**src/rtl/join_sequencer_if.sv**
```systemverilog
// Join sequencer types and port bundle.
// Shared flit format plus the handshake interface.
package join_sequencer_pkg;

  typedef logic [7:0] node_id_t;

  localparam node_id_t BROADCAST_ID = 8'hFF;

  typedef enum logic [1:0] {
    HEAD   = 2'd0,
    BODY   = 2'd1,
    TAIL   = 2'd2,
    SYSTEM = 2'd3
  } flit_type_e;

  typedef enum logic [2:0] {
    S_NONE                         = 3'd0,
    S_PARENT_REQUEST_FROM_NEIGHBOR = 3'd1,
    S_PARENT_ACK_FROM_NEIGHBOR     = 3'd2,
    S_JOIN_REQUEST                 = 3'd3,
    S_JOIN_ACK                     = 3'd4
  } sys_header_e;

  typedef struct packed {
    flit_type_e flittype;
    node_id_t   src_id;
    node_id_t   dst_id;
  } flit_hdr_t;

  typedef struct packed {
    node_id_t parent_id;
    node_id_t random_child_id;
  } join_req_t;

  typedef struct packed {
    node_id_t parent_id;
    node_id_t random_child_id;
    node_id_t child_id;
  } join_ack_t;

  typedef struct packed {
    sys_header_e header;
    join_req_t   join_request;
    join_ack_t   join_ack;
  } sys_body_t;

  typedef struct packed {
    flit_hdr_t header;
    sys_body_t system;
  } flit_t;

endpackage

interface join_sequencer_if;
  import join_sequencer_pkg::*;

  logic     start;
  logic     is_root;
  node_id_t random_id;
  logic     flit_out_valid;
  logic     flit_out_ready;
  flit_t    flit_out;
  logic     flit_in_valid;
  flit_t    flit_in;
  node_id_t temporal_id;
  logic     parent_valid;
  node_id_t parent_node_id;
  logic     this_node_valid;
  node_id_t this_node_id;
  logic     busy;
  logic     join_failed;

  modport master (
    input  start, is_root, random_id,
    input  flit_out_ready,
    input  flit_in_valid, flit_in,
    output flit_out_valid, flit_out,
    output temporal_id,
    output parent_valid, parent_node_id,
    output this_node_valid, this_node_id,
    output busy, join_failed
  );

  modport slave (
    output start, is_root, random_id,
    output flit_out_ready,
    output flit_in_valid, flit_in,
    input  flit_out_valid, flit_out,
    input  temporal_id,
    input  parent_valid, parent_node_id,
    input  this_node_valid, this_node_id,
    input  busy, join_failed
  );

endinterface

```
**src/rtl/join_sequencer.sv**
```systemverilog
// Non-root join initiator: parent request, join
// request, timeout/retry/backoff, id adoption.
module join_sequencer
  import join_sequencer_pkg::*;
#(
  parameter int TIMEOUT_CYCLES = 1024,
  parameter int BACKOFF_CYCLES = 64,
  parameter int MAX_RETRY      = 4
) (
  input  logic               clk,
  input  logic               rst_n,
  join_sequencer_if.master   io
);

  localparam int TMAX =
    (TIMEOUT_CYCLES > BACKOFF_CYCLES) ?
    TIMEOUT_CYCLES : BACKOFF_CYCLES;
  localparam int TW = $clog2(TMAX + 1);
  localparam int RW = $clog2(MAX_RETRY + 1);

  typedef enum logic [2:0] {
    IDLE, SEND_PREQ, WAIT_PACK, SEND_JREQ,
    WAIT_JACK, BACKOFF, JOINED, FAILED
  } state_e;

  state_e          state_q, state_d;
  logic [TW-1:0]   timer_q, timer_d;
  logic [RW-1:0]   retry_q, retry_d;
  node_id_t        temp_q, temp_d;
  node_id_t        par_q, par_d;
  logic            par_v_q, par_v_d;
  node_id_t        node_q, node_d;
  logic            node_v_q, node_v_d;
  logic            fail_q, fail_d;

  logic            is_sys;
  logic            pack_hit;
  logic            jack_hit;
  logic            tmo;
  logic [RW-1:0]   retry_inc;
  logic            unused_jreq;

  assign unused_jreq = ^io.flit_in.system.join_request;

  assign is_sys = io.flit_in_valid &&
    (io.flit_in.header.flittype == SYSTEM);

  assign pack_hit = is_sys &&
    (io.flit_in.system.header ==
     S_PARENT_ACK_FROM_NEIGHBOR) &&
    (io.flit_in.header.dst_id == temp_q);

  assign jack_hit = is_sys &&
    (io.flit_in.system.header == S_JOIN_ACK) &&
    (io.flit_in.system.join_ack.random_child_id
     == temp_q) &&
    (io.flit_in.system.join_ack.parent_id
     == par_q);

  assign tmo = (timer_q == TW'(TIMEOUT_CYCLES - 1));
  assign retry_inc = retry_q + RW'(1);

  // state and datapath registers
  always_ff @(posedge clk or negedge rst_n) begin
    if (!rst_n) begin
      state_q  <= IDLE;
      timer_q  <= '0;
      retry_q  <= '0;
      temp_q   <= '0;
      par_q    <= '0;
      par_v_q  <= 1'b0;
      node_q   <= '0;
      node_v_q <= 1'b0;
      fail_q   <= 1'b0;
    end else begin
      state_q  <= state_d;
      timer_q  <= timer_d;
      retry_q  <= retry_d;
      temp_q   <= temp_d;
      par_q    <= par_d;
      par_v_q  <= par_v_d;
      node_q   <= node_d;
      node_v_q <= node_v_d;
      fail_q   <= fail_d;
    end
  end

  // next-state: handshake progress, matching, timeout
  always_comb begin
    state_d  = state_q;
    timer_d  = timer_q;
    retry_d  = retry_q;
    temp_d   = temp_q;
    par_d    = par_q;
    par_v_d  = par_v_q;
    node_d   = node_q;
    node_v_d = node_v_q;
    fail_d   = fail_q;
    unique case (state_q)
      IDLE, FAILED: begin
        if (io.start && io.is_root) begin
          state_d  = JOINED;
          node_d   = '0;
          node_v_d = 1'b1;
          par_v_d  = 1'b0;
          fail_d   = 1'b0;
        end else if (io.start) begin
          state_d = SEND_PREQ;
          temp_d  = io.random_id;
          retry_d = '0;
          fail_d  = 1'b0;
          timer_d = '0;
        end
      end
      SEND_PREQ, SEND_JREQ: begin
        if (io.flit_out_ready) begin
          state_d = (state_q == SEND_PREQ) ?
                    WAIT_PACK : WAIT_JACK;
          timer_d = '0;
        end
      end
      WAIT_PACK, WAIT_JACK: begin
        if (state_q == WAIT_PACK && pack_hit) begin
          state_d = SEND_JREQ;
          par_d   = io.flit_in.header.src_id;
          par_v_d = 1'b1;
        end else if (state_q == WAIT_JACK &&
                     jack_hit) begin
          state_d  = JOINED;
          node_d   = io.flit_in.system.join_ack.child_id;
          node_v_d = 1'b1;
        end else if (tmo) begin
          par_v_d = 1'b0;
          retry_d = retry_inc;
          timer_d = '0;
          if (retry_inc == RW'(MAX_RETRY)) begin
            state_d = FAILED;
            fail_d  = 1'b1;
          end else begin
            state_d = BACKOFF;
          end
        end else begin
          timer_d = timer_q + TW'(1);
        end
      end
      BACKOFF: begin
        if (timer_q == TW'(BACKOFF_CYCLES - 1)) begin
          state_d = SEND_PREQ;
          temp_d  = io.random_id;
          timer_d = '0;
        end else begin
          timer_d = timer_q + TW'(1);
        end
      end
      JOINED: begin
        state_d = JOINED;
      end
      default: begin
        state_d = IDLE;
      end
    endcase
  end

  // outgoing flit formed from state and held registers
  always_comb begin
    io.flit_out       = '0;
    io.flit_out_valid = 1'b0;
    unique case (1'b1)
      (state_q == SEND_PREQ): begin
        io.flit_out_valid            = 1'b1;
        io.flit_out.header.flittype  = SYSTEM;
        io.flit_out.header.src_id    = temp_q;
        io.flit_out.header.dst_id    = BROADCAST_ID;
        io.flit_out.system.header    =
          S_PARENT_REQUEST_FROM_NEIGHBOR;
      end
      (state_q == SEND_JREQ): begin
        io.flit_out_valid            = 1'b1;
        io.flit_out.header.flittype  = SYSTEM;
        io.flit_out.header.src_id    = temp_q;
        io.flit_out.header.dst_id    = par_q;
        io.flit_out.system.header    = S_JOIN_REQUEST;
        io.flit_out.system.join_request.parent_id =
          par_q;
        io.flit_out.system.join_request
          .random_child_id = temp_q;
      end
      default: begin
        io.flit_out_valid = 1'b0;
      end
    endcase
  end

  assign io.temporal_id     = temp_q;
  assign io.parent_valid    = par_v_q;
  assign io.parent_node_id  = par_q;
  assign io.this_node_valid = node_v_q;
  assign io.this_node_id    = node_q;
  assign io.join_failed     = fail_q;
  assign io.busy = !(state_q == IDLE ||
                     state_q == JOINED ||
                     state_q == FAILED);

endmodule

```
**src/flat_wrapper.sv**
```systemverilog
// flat-port wrapper written by rule: the top's interface ports become plain ports
module join_sequencer_flat import join_sequencer_pkg::*;
#(
  parameter int TIMEOUT_CYCLES = 1024,
  parameter int BACKOFF_CYCLES = 64,
  parameter int MAX_RETRY      = 4
)
  (clk, rst_n, io_start, io_is_root, io_random_id, io_flit_out_ready, io_flit_in_valid, io_flit_in, io_flit_out_valid, io_flit_out, io_temporal_id, io_parent_valid, io_parent_node_id, io_this_node_valid, io_this_node_id, io_busy, io_join_failed);
  join_sequencer_if io_i ();
  input  logic clk;
  input  logic rst_n;
  input wire logic [$bits(io_i.start)-1:0] io_start;
  input wire logic [$bits(io_i.is_root)-1:0] io_is_root;
  input wire logic [$bits(io_i.random_id)-1:0] io_random_id;
  input wire logic [$bits(io_i.flit_out_ready)-1:0] io_flit_out_ready;
  input wire logic [$bits(io_i.flit_in_valid)-1:0] io_flit_in_valid;
  input wire logic [$bits(io_i.flit_in)-1:0] io_flit_in;
  output wire logic [$bits(io_i.flit_out_valid)-1:0] io_flit_out_valid;
  output wire logic [$bits(io_i.flit_out)-1:0] io_flit_out;
  output wire logic [$bits(io_i.temporal_id)-1:0] io_temporal_id;
  output wire logic [$bits(io_i.parent_valid)-1:0] io_parent_valid;
  output wire logic [$bits(io_i.parent_node_id)-1:0] io_parent_node_id;
  output wire logic [$bits(io_i.this_node_valid)-1:0] io_this_node_valid;
  output wire logic [$bits(io_i.this_node_id)-1:0] io_this_node_id;
  output wire logic [$bits(io_i.busy)-1:0] io_busy;
  output wire logic [$bits(io_i.join_failed)-1:0] io_join_failed;
  assign io_i.start = io_start;
  assign io_i.is_root = io_is_root;
  assign io_i.random_id = io_random_id;
  assign io_i.flit_out_ready = io_flit_out_ready;
  assign io_i.flit_in_valid = io_flit_in_valid;
  assign io_i.flit_in = io_flit_in;
  assign io_flit_out_valid = io_i.flit_out_valid;
  assign io_flit_out = io_i.flit_out;
  assign io_temporal_id = io_i.temporal_id;
  assign io_parent_valid = io_i.parent_valid;
  assign io_parent_node_id = io_i.parent_node_id;
  assign io_this_node_valid = io_i.this_node_valid;
  assign io_this_node_id = io_i.this_node_id;
  assign io_busy = io_i.busy;
  assign io_join_failed = io_i.join_failed;
  join_sequencer #(.TIMEOUT_CYCLES(TIMEOUT_CYCLES), .BACKOFF_CYCLES(BACKOFF_CYCLES), .MAX_RETRY(MAX_RETRY)) u_core (.clk(clk), .rst_n(rst_n), .io(io_i));
endmodule
```
**config.mk**
```make
export PLATFORM = sky130hd
export DESIGN_NAME = join_sequencer_flat
export DESIGN_NICKNAME = d
export VERILOG_FILES = /design/src/rtl/join_sequencer_if.sv /design/src/rtl/join_sequencer.sv /design/src/flat_wrapper.sv
export SDC_FILE = /design/constraint.sdc
export NUM_CORES = 1
export LEC_CHECK = 0
export CORE_AREA = 2 2 92 94
export DETAILED_ROUTE_END_ITERATION = 8
export DIE_AREA = 0 0 94 96
export HOLD_SLACK_MARGIN = 0.02
export PLACE_DENSITY = 0.89
export SETUP_SLACK_MARGIN = 0.3
export SYNTH_ARGS = -nofsm -noshare
export SYNTH_HDL_FRONTEND = slang
export SYNTH_SLANG_ARGS = --single-unit
```
**constraint.sdc**
```tcl
create_clock -name clk -period 2.6 [get_ports clk]
set_input_delay 0.26 -clock clk [delete_from_list [all_inputs] [get_ports clk]]
set_output_delay 0.26 -clock clk [all_outputs]
set_load 0.005 [all_outputs]
```
# [Word level (Yosys, flattened, before mapping)]
# Cells that the tools add are included.
[op_classes] n_reduce_logical=27 eq_ne=30 n_mux=51 add_sub_neg=2
[op_table] operator="$mux W11" count=7
[op_table] operator="$mux W8" count=6
[op_table] operator="$pmux W11 S4" count=1
[op_table] operator="$pmux W21 S2" count=1
[op_table] operator="$mux W3" count=13
[op_table] operator="$pmux W8 S2" count=2
[op_table] operator="$eq A8 B8 Y1" count=3
[op_table] operator="$eq A3 B3 Y1 const B" count=6
[op_table] operator="$reduce_and A6 Y1" count=3
[op_table] operator="$mux W16" count=1
[op_table] operator="$reduce_and A4 Y1" count=4
[op_table] operator="$pmux W3 S5" count=1
[op_table] operator="$mux W1" count=14
[op_table] operator="$ne A2 B1 Y1 const B" count=6
[op_table] operator="$add A11 B1 Y11 const B" count=1
[op_table] operator="$eq A11 B10 Y1 const B" count=1
[op_table] operator="$eq A11 B6 Y1 const B" count=1
[op_table] operator="$eq A3 B2 Y1 const B" count=3
[op_table] operator="$logic_and A1 B1 Y1" count=9
[op_table] operator="$ne A2 B2 Y1 const B" count=4
[op_table] operator="$ne A3 B2 Y1 const B" count=2
[op_table] operator="$pmux W1 S2" count=3
[op_table] operator="$pmux W3 S2" count=1
[op_table] operator="$reduce_or A2 Y1" count=3
[op_table] operator="other kinds (12)" count=14
[word_totals] out_inout_bits=90 reg_bits=44 elab_cells=119

# [Depth between registers and ports, before layout]
# Gate-level depths: netlist of the first run.
[depth] word_depth=9 ltp_mapped=8

# [Worst setup path after synthesis of the first run]
# OpenSTA, ideal clock, no wires.
[synth_path] kind="reg2reg" from="register u_core.timer_q[0]" to="register u_core.retry_q[0]" stages_incl_launch_ff=9 slack_ps=405 setup_time_ps=125 arrival_time_ps=2070 t_required_ps=2475 path_cell_list="dfrtp_1 ha_1 and3_1 clkbuf_1 nand4_1 and2_4 nor3_4 nor3b_4 mux2_4"
[synth_via] elab_chain_cells=3
[synth_rtl] element="from (decl)" line="join_sequencer.sv:27" rtl="logic [TW-1:0] timer_q, timer_d;"
[synth_rtl] element="from (signal assigned)" line="join_sequencer.sv:77" rtl="timer_q <= timer_d;"
[synth_rtl] element="$eq A11 B10 Y1" line="join_sequencer.sv:60" rtl="assign tmo = (timer_q == TW'(TIMEOUT_CYCLES - 1));"
[synth_rtl] element="$ne A2 B1 Y1 (no source line)"
[synth_rtl] element="$reduce_and A6 Y1 (no source line)"
[synth_rtl] element="to (signal assigned)" line="join_sequencer.sv:78" rtl="retry_q <= retry_d;"
[synth_rtl] element="to (decl)" line="join_sequencer.sv:28" rtl="logic [RW-1:0] retry_q, retry_d;"
# Every way passes these cells.
# A chain may end at the register's enable or synchronous reset.

# [Worst setup path in the final report of the first run]
[layout_path] from="register u_core.state_q[1]" to="output port io_flit_out[33]"
[layout_via] elab_chain_cells=2
[layout_rtl] element="from (decl)" line="join_sequencer.sv:26" rtl="state_e state_q, state_d;"
[layout_rtl] element="from (signal assigned)" line="join_sequencer.sv:76" rtl="state_q <= state_d;"
[layout_rtl] element="$eq A3 B2 Y1" line="join_sequencer.sv:177" rtl="(state_q == SEND_JREQ): begin"
[layout_rtl] element="$mux W16" line="join_sequencer.sv:168" rtl="unique case (1'b1)"
[layout_rtl] element="to (decl)" line="flat_wrapper.sv:19" rtl="output wire logic [$bits(io_i.flit_out)-1:0] io_flit_out;"
# Every way passes these cells.

==> flow_summary.json, run 1 <==
{
  "run_status": "complete, no violations",
  "slew_headroom": 0.3359,
  "switching_power_mw": 1.731,
  "mappedNetlistArea_um2": 3209,
  "max_slew.worst_pin.slew_ns": 0.9962,
  "cellInternalPower_mw": 2.717,
  "floorplan.initialDensity": 0.3986,
  "worst_setup_hold_path_clk_slew_ns": 0.08,
  "postRouteAntennaNets": 0,
  "via_count": 3191,
  "ys_types": 54,
  "setup_total_negative_slack_ns": 0,
  "cts_buffer_count": 5,
  "timing.critical_path.arrival_ns": 1.98,
  "area.growth.synth_to_final_pct": 50.37,
  "synth_common_cells": "sky130_fd_sc_hd__dfrtp_1 (44), sky130_fd_sc_hd__nand2_1 (35), sky130_fd_sc_hd__buf_4 (29)",
  "firstDrtPassIters": 5,
  "placement_rows": 33,
  "post-route-drc-count": 0,
  "layout_min_cycle_time_ns": 2.236,
  "critical_path.reg2reg.endpoint": "u_core.retry_q[0]$_DFFE_PN0P_",
  "cts-root-buf": "sky130_fd_sc_hd__clkbuf_8",
  "cp_slowest_cell": "sky130_fd_sc_hd__clkdlybuf4s50_1",
  "coreArea_um2": 8051,
  "synth_seq_area_share": 0.3431,
  "power_density_over_the_cells_nw_per_um2": 921.7,
  "r2r_start": "u_core.state_q[0]$_DFFE_PN0P_",
  "worstPathCellList": "clkinvlp_4 > nor3_4 > buf_6 > and2_1 > clkdlybuf4s50_1",
  "gp_routability_congestion": 0.9076,
  "worst_voltage_drop_across_the_vdd_grid_mv": 0.5466,
  "ys_seq_elements": 44,
  "drt-initial-drc-count": 242,
  "grt_setup_unrepaired": "false",
  "r2r_setup_slack_ns": 0.39,
  "cts_num_sinks": 44,
  "total_leakage_power_nw": 2.290,
  "die-area_um2": 9024,
  "number_of_global_route_vias_before_repair": 3115,
  "total_gr_overflow": 0,
  "post_synth.cell_area_avg_um2": 8.915,
  "route.final.wire_length_um": 9781,
  "timing.critical_path.required_ns": 2.34,
  "grt_pass1_wl_um": 15480,
  "crit_fanout": 8,
  "chipWidth_um": 94,
  "grt_usage": 0.2187,
  "post_route_cells_drive_above_1_share": 0.1449,
  "top_cells_by_area_in_the_synthesized_netlist": "sky130_fd_sc_hd__dfrtp_1 (34%), sky130_fd_sc_hd__buf_4 (6.8%), sky130_fd_sc_hd__xnor2_1 (6.5%)",
  "fin_util": 0.5994,
  "fp.dieH_um": 96,
  "share_clk_of_total_power": 0.163,
  "ios": 165,
  "timing.fmax_mhz": 447.2,
  "syn-instance-count": 360,
  "yosys.area.top_type_share": 0.3431,
  "grt_start_max_net_pins": 45,
  "critical_path.max_stage_delay_ns": 0.49,
  "timing.critical_path.from_type": "register",
  "synth_edf_count": 0,
  "total_power_mw": 4.448,
  "cts_max_path_buffers": 2,
  "path_class": "register to output pin",
  "synthFlopType": "sky130_fd_sc_hd__dfrtp_1",
  "synth_most_common_cell": "sky130_fd_sc_hd__dfrtp_1",
  "ys.warnings.count": 0,
  "dp_hpwl_um": 7112,
  "final_max_slew_viol_count": 0,
  "design.final.nets": 574,
  "number_of_antenna_violations_at_the_first_check_in_global_routing": 0,
  "tritoncts": "done",
  "io_buffers": 123,
  "worstSkewPairLatency_ns": 0.30,
  "share_of_total_power_consumed_by_net_switching": 0.3891,
  "worstSetupEndpointType": "output pin",
  "cts.htree.levels": 2,
  "crit_end": "io_flit_out[33]",
  "wl_per_cell_um": 16.25,
  "filler_cell_count": 657,
  "finalHoldViolations": 0,
  "yosys.area.top_type": "sky130_fd_sc_hd__dfrtp_1",
  "worstHoldPathType": "input port to async pin",
  "finClkSkew_ns": 0.006598,
  "ff2ff_path_depth": 7,
  "finalSetupViolCount": 0,
  "final_cycle_utilization_of_the_critical_path": 0.8601,
  "worst_setup_path_startpoint": "u_core.state_q[1]$_DFFE_PN0P_",
  "async_set_or_reset_register_ratio_after_synthesis": 1.000,
  "p_seq_frac": 0.247,
  "comb_power_share": 0.591,
  "cap_violations": 0,
  "post_drt_via_cell_ratio": 5.301,
  "insertedDiodeCount": 0
}
metal layers:
metal | track usage | routed length, µm | vias up
met3 | 0.04699 | 669 | 16
met5 | 0 | 0 | -
met2 | 0.3744 | 4938 | 157
met1 | 0.2778 | 4017 | 1526
met4 | 0.06763 | 155 | 0
li1 | - | - | 1492
timing repair:
action | in CTS | in global routing
endpoints found under the hold margin | 0 | 0
pin swaps | 1 | 3
cloned | 2 | 0
buffers inserted | 4 | 8
gates resized for setup | 15 | 22
hold buffers | 0 | 0
setup endpoints to repair | 24 | 39
cell usage in the layout, fill, tap and decap left out, types with 3 or more instances in the layout:
master / synthesis / layout
sky130_fd_sc_hd__nand2_1: 35 / 35
sky130_fd_sc_hd__o21ai_0: 16 / 15
sky130_fd_sc_hd__conb_1: 1 / 25
sky130_fd_sc_hd__mux2_2: 16 / 16
sky130_fd_sc_hd__ha_1: 3 / 3
sky130_fd_sc_hd__bufinv_16: 0 / 3
sky130_fd_sc_hd__buf_6: 1 / 6
sky130_fd_sc_hd__mux2i_1: 9 / 9
sky130_fd_sc_hd__nor2_1: 13 / 13
sky130_fd_sc_hd__a31oi_1: 3 / 3
sky130_fd_sc_hd__inv_1: 16 / 14
sky130_fd_sc_hd__or4_1: 3 / 3
sky130_fd_sc_hd__a21oi_1: 12 / 12
sky130_fd_sc_hd__nand2b_1: 3 / 3
sky130_fd_sc_hd__and2_1: 20 / 19
sky130_fd_sc_hd__xnor2_1: 24 / 24
sky130_fd_sc_hd__dlymetal6s2s_1: 0 / 12
sky130_fd_sc_hd__o22ai_1: 4 / 4
sky130_fd_sc_hd__nand4_1: 12 / 12
sky130_fd_sc_hd__buf_4: 29 / 21
sky130_fd_sc_hd__and2_4: 2 / 3
sky130_fd_sc_hd__clkdlybuf4s50_1: 0 / 109
sky130_fd_sc_hd__o21a_1: 9 / 9
sky130_fd_sc_hd__dfrtp_1: 44 / 42
sky130_fd_sc_hd__clkbuf_8: 0 / 5
sky130_fd_sc_hd__and3_1: 13 / 12
sky130_fd_sc_hd__o31ai_1: 12 / 12
sky130_fd_sc_hd__nor3_1: 5 / 4
sky130_fd_sc_hd__nand3_1: 9 / 8
critical path: cells and delay by family, from the launching register on:
| family | cells | cell delay, ns |
|---|---|---|
| and+or+nand+nor | 2 | 0.42 |
| DFF | 1 | 0.45 |
| buffers and inverters | 3 | 0.80 |
how the worst min path moves through the flow:
stage          startpoint                                      end  slack [ns]  depth (start not counted)
2_1_floorplan       rst_n        u_core.io.join_failed$_DFFE_PN0P_       -0.04                          0
3_3_place_gp        rst_n     u_core.io.temporal_id[2]$_DFFE_PN0P_        0.48                          1
3_5_place_dp        rst_n     u_core.io.temporal_id[3]$_DFFE_PN0P_        0.48                          1
4_1_cts             rst_n     u_core.io.temporal_id[7]$_DFFE_PN0P_        0.16                          1
5_1_grt             rst_n     u_core.io.temporal_id[6]$_DFFE_PN0P_        0.22                          1
6_report            rst_n  u_core.io.parent_node_id[1]$_DFFE_PN0P_        0.12                          1
sequential cells by signal, indices dropped and copies added, names as in the netlist:
name                       cells
u_core.io.parent_node_id       8
u_core.timer_q                11
u_core.io.parent_valid         1
u_core.retry_q                 3
u_core.io.temporal_id          8
u_core.io.this_node_id         8
u_core.io.this_node_valid      1
u_core.state_q                 3
u_core.io.join_failed          1
per-stage QoR:
| stage | std cells | setup WS, ns | area, µm² | hold WS (ns) |
|---|---|---|---|---|
| after floorplan | 384 | 0.4048 | 3299 | -0.03559 |
| after global placement | 580 | 0.1287 | 4463 | 0.4785 |
| after detailed placement | 580 | 0.1058 | 4463 | 0.4841 |
| after CTS | 594 | 0.2921 | 4702 | 0.1625 |
| after global routing | 602 | 0.2954 | 4826 | 0.2233 |
| final | 602 | 0.3636 | 4826 | 0.1229 |
final cells by class:
class | count | area, µm² | area share
Timing Repair Buffer | 150 | 1480 | 0.3067
Clock buffer | 5 | 68.82 | 0.01426
Tap cell | 105 | 131.4 | 0.02722
Clock inverter | 3 | 90.09 | 0.01867
Multi-Input combinational cell | 279 | 1884 | 0.3905
Sequential cell | 44 | 1104 | 0.2287
Inverter | 16 | 67.56 | 0.01400
power by group through the flow:
| stage | Clock, mW | Sequential (mW) | Combinational [mW] |
|---|---|---|---|
| floorplan | 0 | 1.05 | 1.45 |
| global placement | 0 | 1.09 | 2.30 |
| detailed placement | 0 | 1.10 | 2.37 |
| CTS | 0.731 | 1.09 | 2.48 |
| global route | 0.759 | 1.13 | 2.83 |
| finish | 0.725 | 1.10 | 2.63 |
cell families after synthesis:
| group | after synthesis | share of synthesized area |
|---|---|---|
| simple gates | 131 | 0.2351 |
| compound gates | 70 | 0.1450 |
| buf+inv | 61 | 0.1095 |
| flops | 44 | 0.3431 |
| mux | 26 | 0.08889 |
| xor+xnor | 24 | 0.06550 |
| fa+ha+maj | 3 | 0.01170 |
| other cells | 1 | 0.001168 |
Power figures use the tool's default switching activity.
==> run 2, diff against run 1 <==
PLACE_DENSITY = not set   (was 0.89)
PLACE_DENSITY_LB_ADDON = 0.15   (was not set)
clock period = 2.35 ns   (was 2.6 ns; I/O delays follow)
==> run 2 against run 1 <==
Effect of this change:
- via count grew 4.7%
- combinational power up 30%
- clock-buffer cell count is 3 higher
- design area rose by 7.1%
- wire length grew 9.5%
- total power increased by 16%
- critical path depth is 5 higher
- flip-flop and latch count is the same
==> flow_summary.json, run 2 (synthesized netlist as in run 1, its figures left out) <==
{
  "ios": 165,
  "total_leakage_power_nw": 2.428,
  "dp_hpwl_um": 6965,
  "switching_power_mw": 2.107,
  "number_of_antenna_violations_at_the_first_check_in_global_routing": 0,
  "area.growth.synth_to_final_pct": 61.05,
  "ff2ff_path_depth": 10,
  "cts.htree.levels": 2,
  "r2r_start": "u_core.state_q[2]$_DFFE_PN0P_",
  "run_status": "complete, no violations",
  "timing.critical_path.from_type": "register",
  "largest_register_ff_count": 11,
  "finClkSkew_ns": 0.01342,
  "post_route_cells_drive_above_1_share": 0.2831,
  "timing.critical_path.arrival_ns": 2.45,
  "number_of_global_route_vias_before_repair": 3029,
  "critical_path.reg2reg.endpoint": "u_core.timer_q[4]$_DFFE_PN0P_",
  "gp_routability_congestion": 0.8880,
  "final_cells": 649,
  "groute.layer.met3.usage": 0.03289,
  "wl_per_cell_um": 16.51,
  "p_seq_frac": 0.238,
  "worstSkewPairLatency_ns": 0.31,
  "path_class": "register to register",
  "crit_fanout": 6,
  "grt_start_max_net_pins": 45,
  "cts_max_path_buffers": 2,
  "grt_pass1_wl_um": 15970,
  "fp.dieH_um": 96,
  "design.final.nets": 621,
  "stdcell_area_um2": 5169,
  "grt.met1_usage": 0.3037,
  "floorplan.initialDensity": 0.3986,
  "power_density_over_the_cells_nw_per_um2": 997.8,
  "cap_violations": 0,
  "comb_power_share": 0.661,
  "seq_area_um2": 1101,
  "io_buffers": 123,
  "grt_setup_unrepaired": "true",
  "filler_cell_count": 688,
  "largest-register": "u_core.timer_q",
  "worstSetupEndpointType": "register",
  "tritoncts": "done",
  "groute.layer.met2.usage": 0.3893,
  "share_clk_of_total_power": 0.101,
  "max_slew.worst_pin.slew_ns": 0.5921,
  "via_count": 3340,
  "cts_num_sinks": 44,
  "worstHoldPathType": "input port to async pin",
  "drt-initial-drc-count": 142,
  "route.final.wire_length_um": 10710,
  "share_of_total_power_consumed_by_net_switching": 0.4085,
  "chipWidth_um": 94,
  "post-route-drc-count": 0,
  "dp_cells": 591,
  "worst_setup_hold_path_clk_slew_ns": 0.09,
  "total_gr_overflow": 0,
  "coreArea_um2": 8051,
  "firstDrtPassIters": 4,
  "grt_usage": 0.2281,
  "setup_total_negative_slack_ns": 0,
  "r2r_setup_slack_ns": 0.13,
  "die-area_um2": 9024,
  "final_max_slew_viol_count": 0,
  "top_usage_layer": "met2",
  "insertedDiodeCount": 0,
  "placement_rows": 33,
  "postCtsHoldBufs": 0,
  "placedInstanceArea_um2": 4546,
  "cellInternalPower_mw": 3.050,
  "post_drt_via_cell_ratio": 5.146,
  "layout_min_cycle_time_ns": 2.217,
  "cts_buffer_count": 5,
  "finalSetupViolCount": 0,
  "finalHoldViolations": 0,
  "timing.fmax_mhz": 451.0,
  "worst_voltage_drop_across_the_vdd_grid_mv": 0.5464,
  "finalHoldWorstSlack_ns": 0.01017,
  "timing.critical_path.required_ns": 2.59,
  "layout.cells.most_common_list": "sky130_fd_sc_hd__clkdlybuf4s50_1 (92), sky130_fd_sc_hd__buf_4 (47), sky130_fd_sc_hd__dfrtp_1 (44), sky130_fd_sc_hd__nand2_1 (33), sky130_fd_sc_hd__conb_1 (25)",
  "multiInputGateArea_um2": 1966,
  "slew_headroom": 0.6053,
  "cts-root-buf": "sky130_fd_sc_hd__clkbuf_8",
  "postRouteAntennaNets": 0,
  "mostFrequentLayoutCell": "sky130_fd_sc_hd__clkdlybuf4s50_1",
  "final_cycle_utilization_of_the_critical_path": 0.9435
}
-- run 2: cell types whose count changed in the layout (fill, tap and decap cells not counted), moves of 9 or more --
cell	change
sky130_fd_sc_hd__dlymetal6s2s_1	-11
sky130_fd_sc_hd__clkbuf_2	+17
sky130_fd_sc_hd__clkdlybuf4s50_1	-17
sky130_fd_sc_hd__o21ai_0	-9
sky130_fd_sc_hd__buf_4	+26
sky130_fd_sc_hd__buf_6	+18
-- run 2: metrics by stage --
| step | worst slack [ns] | power [mW] | util |
|---|---|---|---|
| 5_1_grt | 0.04040 | 5.475 | 0.6420 |
| 2_1_floorplan | 0.2633 | 2.779 | - |
| 3_5_place_dp | -0.03519 | 3.897 | 0.5646 |
| 3_3_place_gp | -0.03938 | 3.848 | 0.5646 |
| 6_report | 0.1327 | 5.158 | 0.6420 |
| 4_1_cts | 0.1718 | 4.830 | 0.6232 |
-- run 2: worst max-delay path, cell delays in order (launching register included) --
cell	delay, ns
sky130_fd_sc_hd__dfrtp_1	0.40
sky130_fd_sc_hd__buf_6	0.12
sky130_fd_sc_hd__nand2_2	0.04
sky130_fd_sc_hd__or4_4	0.55
sky130_fd_sc_hd__nor4_4	0.30
sky130_fd_sc_hd__buf_4	0.16
sky130_fd_sc_hd__a21o_1	0.15
sky130_fd_sc_hd__buf_6	0.12
sky130_fd_sc_hd__buf_6	0.12
sky130_fd_sc_hd__nor3_2	0.04
sky130_fd_sc_hd__o22ai_1	0.16
-- run 2: worst max-delay path by stage --
stage / cells past startpoint / to / slack [ns] / from
2_1_floorplan: 8 / u_core.retry_q[0]$_DFFE_PN0P_ / 0.26 / u_core.state_q[2]$_DFFE_PN0P_
3_3_place_gp: 6 / u_core.retry_q[0]$_DFFE_PN0P_ / -0.04 / io_flit_in[41]
3_5_place_dp: 6 / u_core.retry_q[0]$_DFFE_PN0P_ / -0.04 / io_flit_in[41]
4_1_cts: 6 / io_flit_out[32] / 0.17 / u_core.state_q[0]$_DFFE_PN0P_
5_1_grt: 10 / u_core.timer_q[4]$_DFFE_PN0P_ / 0.04 / u_core.state_q[2]$_DFFE_PN0P_
6_report: 10 / u_core.timer_q[4]$_DFFE_PN0P_ / 0.13 / u_core.state_q[2]$_DFFE_PN0P_
-- run 2: layout make-up --
type | count | share of cell area
Inverter | 16 | 0.01307
Sequential cell | 44 | 0.2130
Clock buffer | 8 | 0.01743
Multi-Input combinational cell | 279 | 0.3803
Timing Repair Buffer | 197 | 0.3508
Tap cell | 105 | 0.02542
-- run 2: routing by layer --
metal,share of wire,wire [µm]
met1,0.43,4638
met4,0.014,155
met5,0,0
met2,0.51,5470
met3,0.042,448
-- run 2: repair_timing --
action                                 CTS  global route
pin swaps                               15            13
setup endpoints to repair               60            73
gates cloned                             6             0
buffers inserted                        28            16
resized for setup                       78            72
endpoints found under the hold margin    0             0
-- run 2: power groups by stage --
stage	Clock, mW	Sequential (mW)	Combinational (mW)
2_1_floorplan	0	1.16	1.62
3_3_place_gp	0	1.22	2.63
3_5_place_dp	0	1.22	2.67
4_1_cts	0.525	1.22	3.09
5_1_grt	0.563	1.25	3.66
6_report	0.523	1.23	3.41
==> run 3, diff against run 2 <==
HOLD_SLACK_MARGIN = 0.08   (was 0.02)
==> run 3 against run 2 <==
Effect of this change:
- first-iteration DRC count shrank 7.7%
- sequential power is essentially flat
- combinational power is essentially flat
- clock power is essentially flat
- critical endpoint unchanged
- largest cell class unchanged
- die area is the same
- wire length grew 0.18%
- worst setup slack lost 0.015 ns
- maximum frequency shrank 0.66%
- non-clock buffer count grew 1
- critical path depth is the same
- via count shrank 0.21%
==> flow_summary.json, run 3 (synthesized netlist as in run 1, its figures left out) <==
{
  "cts.htree.levels": 2,
  "cap_violations": 0,
  "chipWidth_um": 94,
  "firstDrtPassIters": 4,
  "setup_total_negative_slack_ns": 0,
  "r2r_setup_slack_ns": 0.12,
  "ios": 165,
  "route.final.wire_length_um": 10730,
  "switching_power_mw": 2.106,
  "final_cycle_utilization_of_the_critical_path": 0.9498,
  "grt_usage": 0.2283,
  "dp_cells": 591,
  "finClkSkew_ns": 0.01194,
  "share_clk_of_total_power": 0.101,
  "timing.critical_path.from_type": "register",
  "mostFrequentLayoutCell": "sky130_fd_sc_hd__clkdlybuf4s50_1",
  "total_leakage_power_nw": 2.432,
  "cts_buffer_count": 5,
  "share_of_total_power_consumed_by_net_switching": 0.4083,
  "path_class": "register to register",
  "wl_per_cell_um": 16.51,
  "largest-register": "u_core.timer_q",
  "worstHoldPathType": "input port to register",
  "cts-root-buf": "sky130_fd_sc_hd__clkbuf_8",
  "hold_path_depth": 3,
  "seq_area_um2": 1101,
  "floorplan.initialDensity": 0.3986,
  "slew_headroom": 0.6058,
  "cellInternalPower_mw": 3.052,
  "post_drt_via_cell_ratio": 5.128,
  "post_route_cells_drive_above_1_share": 0.2826,
  "layout_min_cycle_time_ns": 2.232,
  "total_gr_overflow": 0,
  "via_count": 3333,
  "worst_setup_hold_path_clk_slew_ns": 0.09,
  "timing.critical_path.arrival_ns": 2.47,
  "filler_cell_count": 688,
  "timing.fmax_mhz": 448.0,
  "fp.dieH_um": 96,
  "tritoncts": "done",
  "dp_hpwl_um": 6965,
  "timing.critical_path.required_ns": 2.58,
  "coreArea_um2": 8051,
  "grt_start_max_net_pins": 45,
  "run_status": "complete, no violations",
  "final_cells": 650,
  "r2r_start": "u_core.state_q[2]$_DFFE_PN0P_",
  "layout.cells.most_common_list": "sky130_fd_sc_hd__clkdlybuf4s50_1 (92), sky130_fd_sc_hd__buf_4 (47), sky130_fd_sc_hd__dfrtp_1 (44), sky130_fd_sc_hd__nand2_1 (33), sky130_fd_sc_hd__conb_1 (25)",
  "io_buffers": 123,
  "worstPathCellList": "buf_6 > nand2_2 > or4_4 > nor4_4 > buf_4 > a21o_1 > buf_6 > buf_6 > nor3_2 > o22ai_1",
  "largest_register_ff_count": 11,
  "worstSetupEndpointType": "register",
  "cp_slowest_cell": "sky130_fd_sc_hd__or4_4",
  "grt_pass1_wl_um": 15980,
  "area.growth.synth_to_final_pct": 61.36,
  "design.final.nets": 622,
  "cts_num_sinks": 44,
  "drt-initial-drc-count": 131,
  "gp_routability_congestion": 0.8880,
  "post-route-drc-count": 0,
  "worst_voltage_drop_across_the_vdd_grid_mv": 0.5470,
  "worstSkewPairLatency_ns": 0.31,
  "insertedDiodeCount": 0,
  "p_seq_frac": 0.238,
  "cp_common_cell": "sky130_fd_sc_hd__buf_6",
  "crit_fanout": 6,
  "final_max_slew_viol_count": 0,
  "max_slew.worst_pin.slew_ns": 0.5913,
  "die-area_um2": 9024,
  "critical_path.reg2reg.endpoint": "u_core.timer_q[4]$_DFFE_PN0P_",
  "hp-start": "io_flit_in[7]",
  "finalHoldViolations": 0,
  "power_density_over_the_cells_nw_per_um2": 995.8,
  "grt_setup_unrepaired": "true",
  "comb_power_share": 0.661,
  "critical_path.max_stage_delay_ns": 0.55,
  "placement_rows": 33,
  "ff2ff_path_depth": 10,
  "fin_util": 0.6432,
  "number_of_global_route_vias_before_repair": 3031,
  "cts_max_path_buffers": 2,
  "multiInputGateArea_um2": 1966,
  "number_of_antenna_violations_at_the_first_check_in_global_routing": 0,
  "finalSetupViolCount": 0,
  "postRouteAntennaNets": 0,
  "hold_end": "u_core.io.this_node_id[7]$_DFFE_PN0P_"
}
run 3: cell types whose count changed in the layout (fill, tap and decap cells not counted):
cell,change
sky130_fd_sc_hd__dlygate4sd3_1,+1
run 3: layout make-up:
class / instances / share of cell area
tap: 105 / 0.02537
multi-input combinational: 279 / 0.3796
timing repair buffer: 198 / 0.3520
inverter: 16 / 0.01305
sequential: 44 / 0.2126
clock buffer: 8 / 0.01740
run 3: worst max path at each step:
| stage | startpoint | endpoint | slack, ns |
|---|---|---|---|
| global route | u_core.state_q[2]$_DFFE_PN0P_ | u_core.timer_q[4]$_DFFE_PN0P_ | 0.04 |
| CTS | u_core.state_q[0]$_DFFE_PN0P_ | io_flit_out[32] | 0.17 |
| detailed placement | io_flit_in[41] | u_core.retry_q[0]$_DFFE_PN0P_ | -0.04 |
| global placement | io_flit_in[41] | u_core.retry_q[0]$_DFFE_PN0P_ | -0.04 |
| finish | u_core.state_q[2]$_DFFE_PN0P_ | u_core.timer_q[4]$_DFFE_PN0P_ | 0.12 |
| floorplan | u_core.state_q[2]$_DFFE_PN0P_ | u_core.retry_q[0]$_DFFE_PN0P_ | 0.26 |
run 3: stage by stage:
stage / instance area, µm² / setup slack [ns] / hold slack, ns / total power, mW
after floorplan: 3307 / 0.2633 / -0.06059 / 2.779
after global placement: 4546 / -0.03938 / 0.3659 / 3.848
after detailed placement: 4546 / -0.03519 / 0.3640 / 3.897
after CTS: 5027 / 0.1718 / 0.4731 / 4.831
after global routing: 5179 / 0.04040 / 0.4917 / 5.477
final: 5179 / 0.1180 / 0.4720 / 5.157
run 3: what timing repair did:
| action | in CTS | in global routing |
|---|---|---|
| resized for setup | 78 | 72 |
| cloned | 6 | 0 |
| hold buffers | 1 | 0 |
| endpoints found under the hold margin | 44 | 0 |
| pin swaps | 15 | 13 |
| setup buffers | 28 | 16 |
| endpoints found under the setup margin | 60 | 73 |
run 3: worst max-delay path, delay by kind of cell (launching register included):
| kind | cells | cell delay (ns) |
|---|---|---|
| buf+inv | 4 | 0.53 |
| simple gates | 4 | 0.93 |
| flops | 1 | 0.41 |
| compound gates | 2 | 0.31 |
run 3: power groups by stage:
stage               clock network [mW]  registers, mW  logic [mW]
floorplan                            0           1.16        1.62
global placement                     0           1.22        2.63
detailed placement                   0           1.22        2.67
CTS                              0.525           1.22        3.09
global route                     0.563           1.25        3.66
finish                           0.522           1.23        3.41
run 3: per-layer routing:
layer / GRT usage / share of wire / wire length, µm / vias to the layer above
met5: 0 / 0 / 0 / -
met4: 0.06280 / 0.013 / 142 / 0
met3: 0.03289 / 0.044 / 473 / 12
met2: 0.3893 / 0.51 / 5474 / 119
met1: 0.3042 / 0.43 / 4640 / 1611
li1: - / - / - / 1591
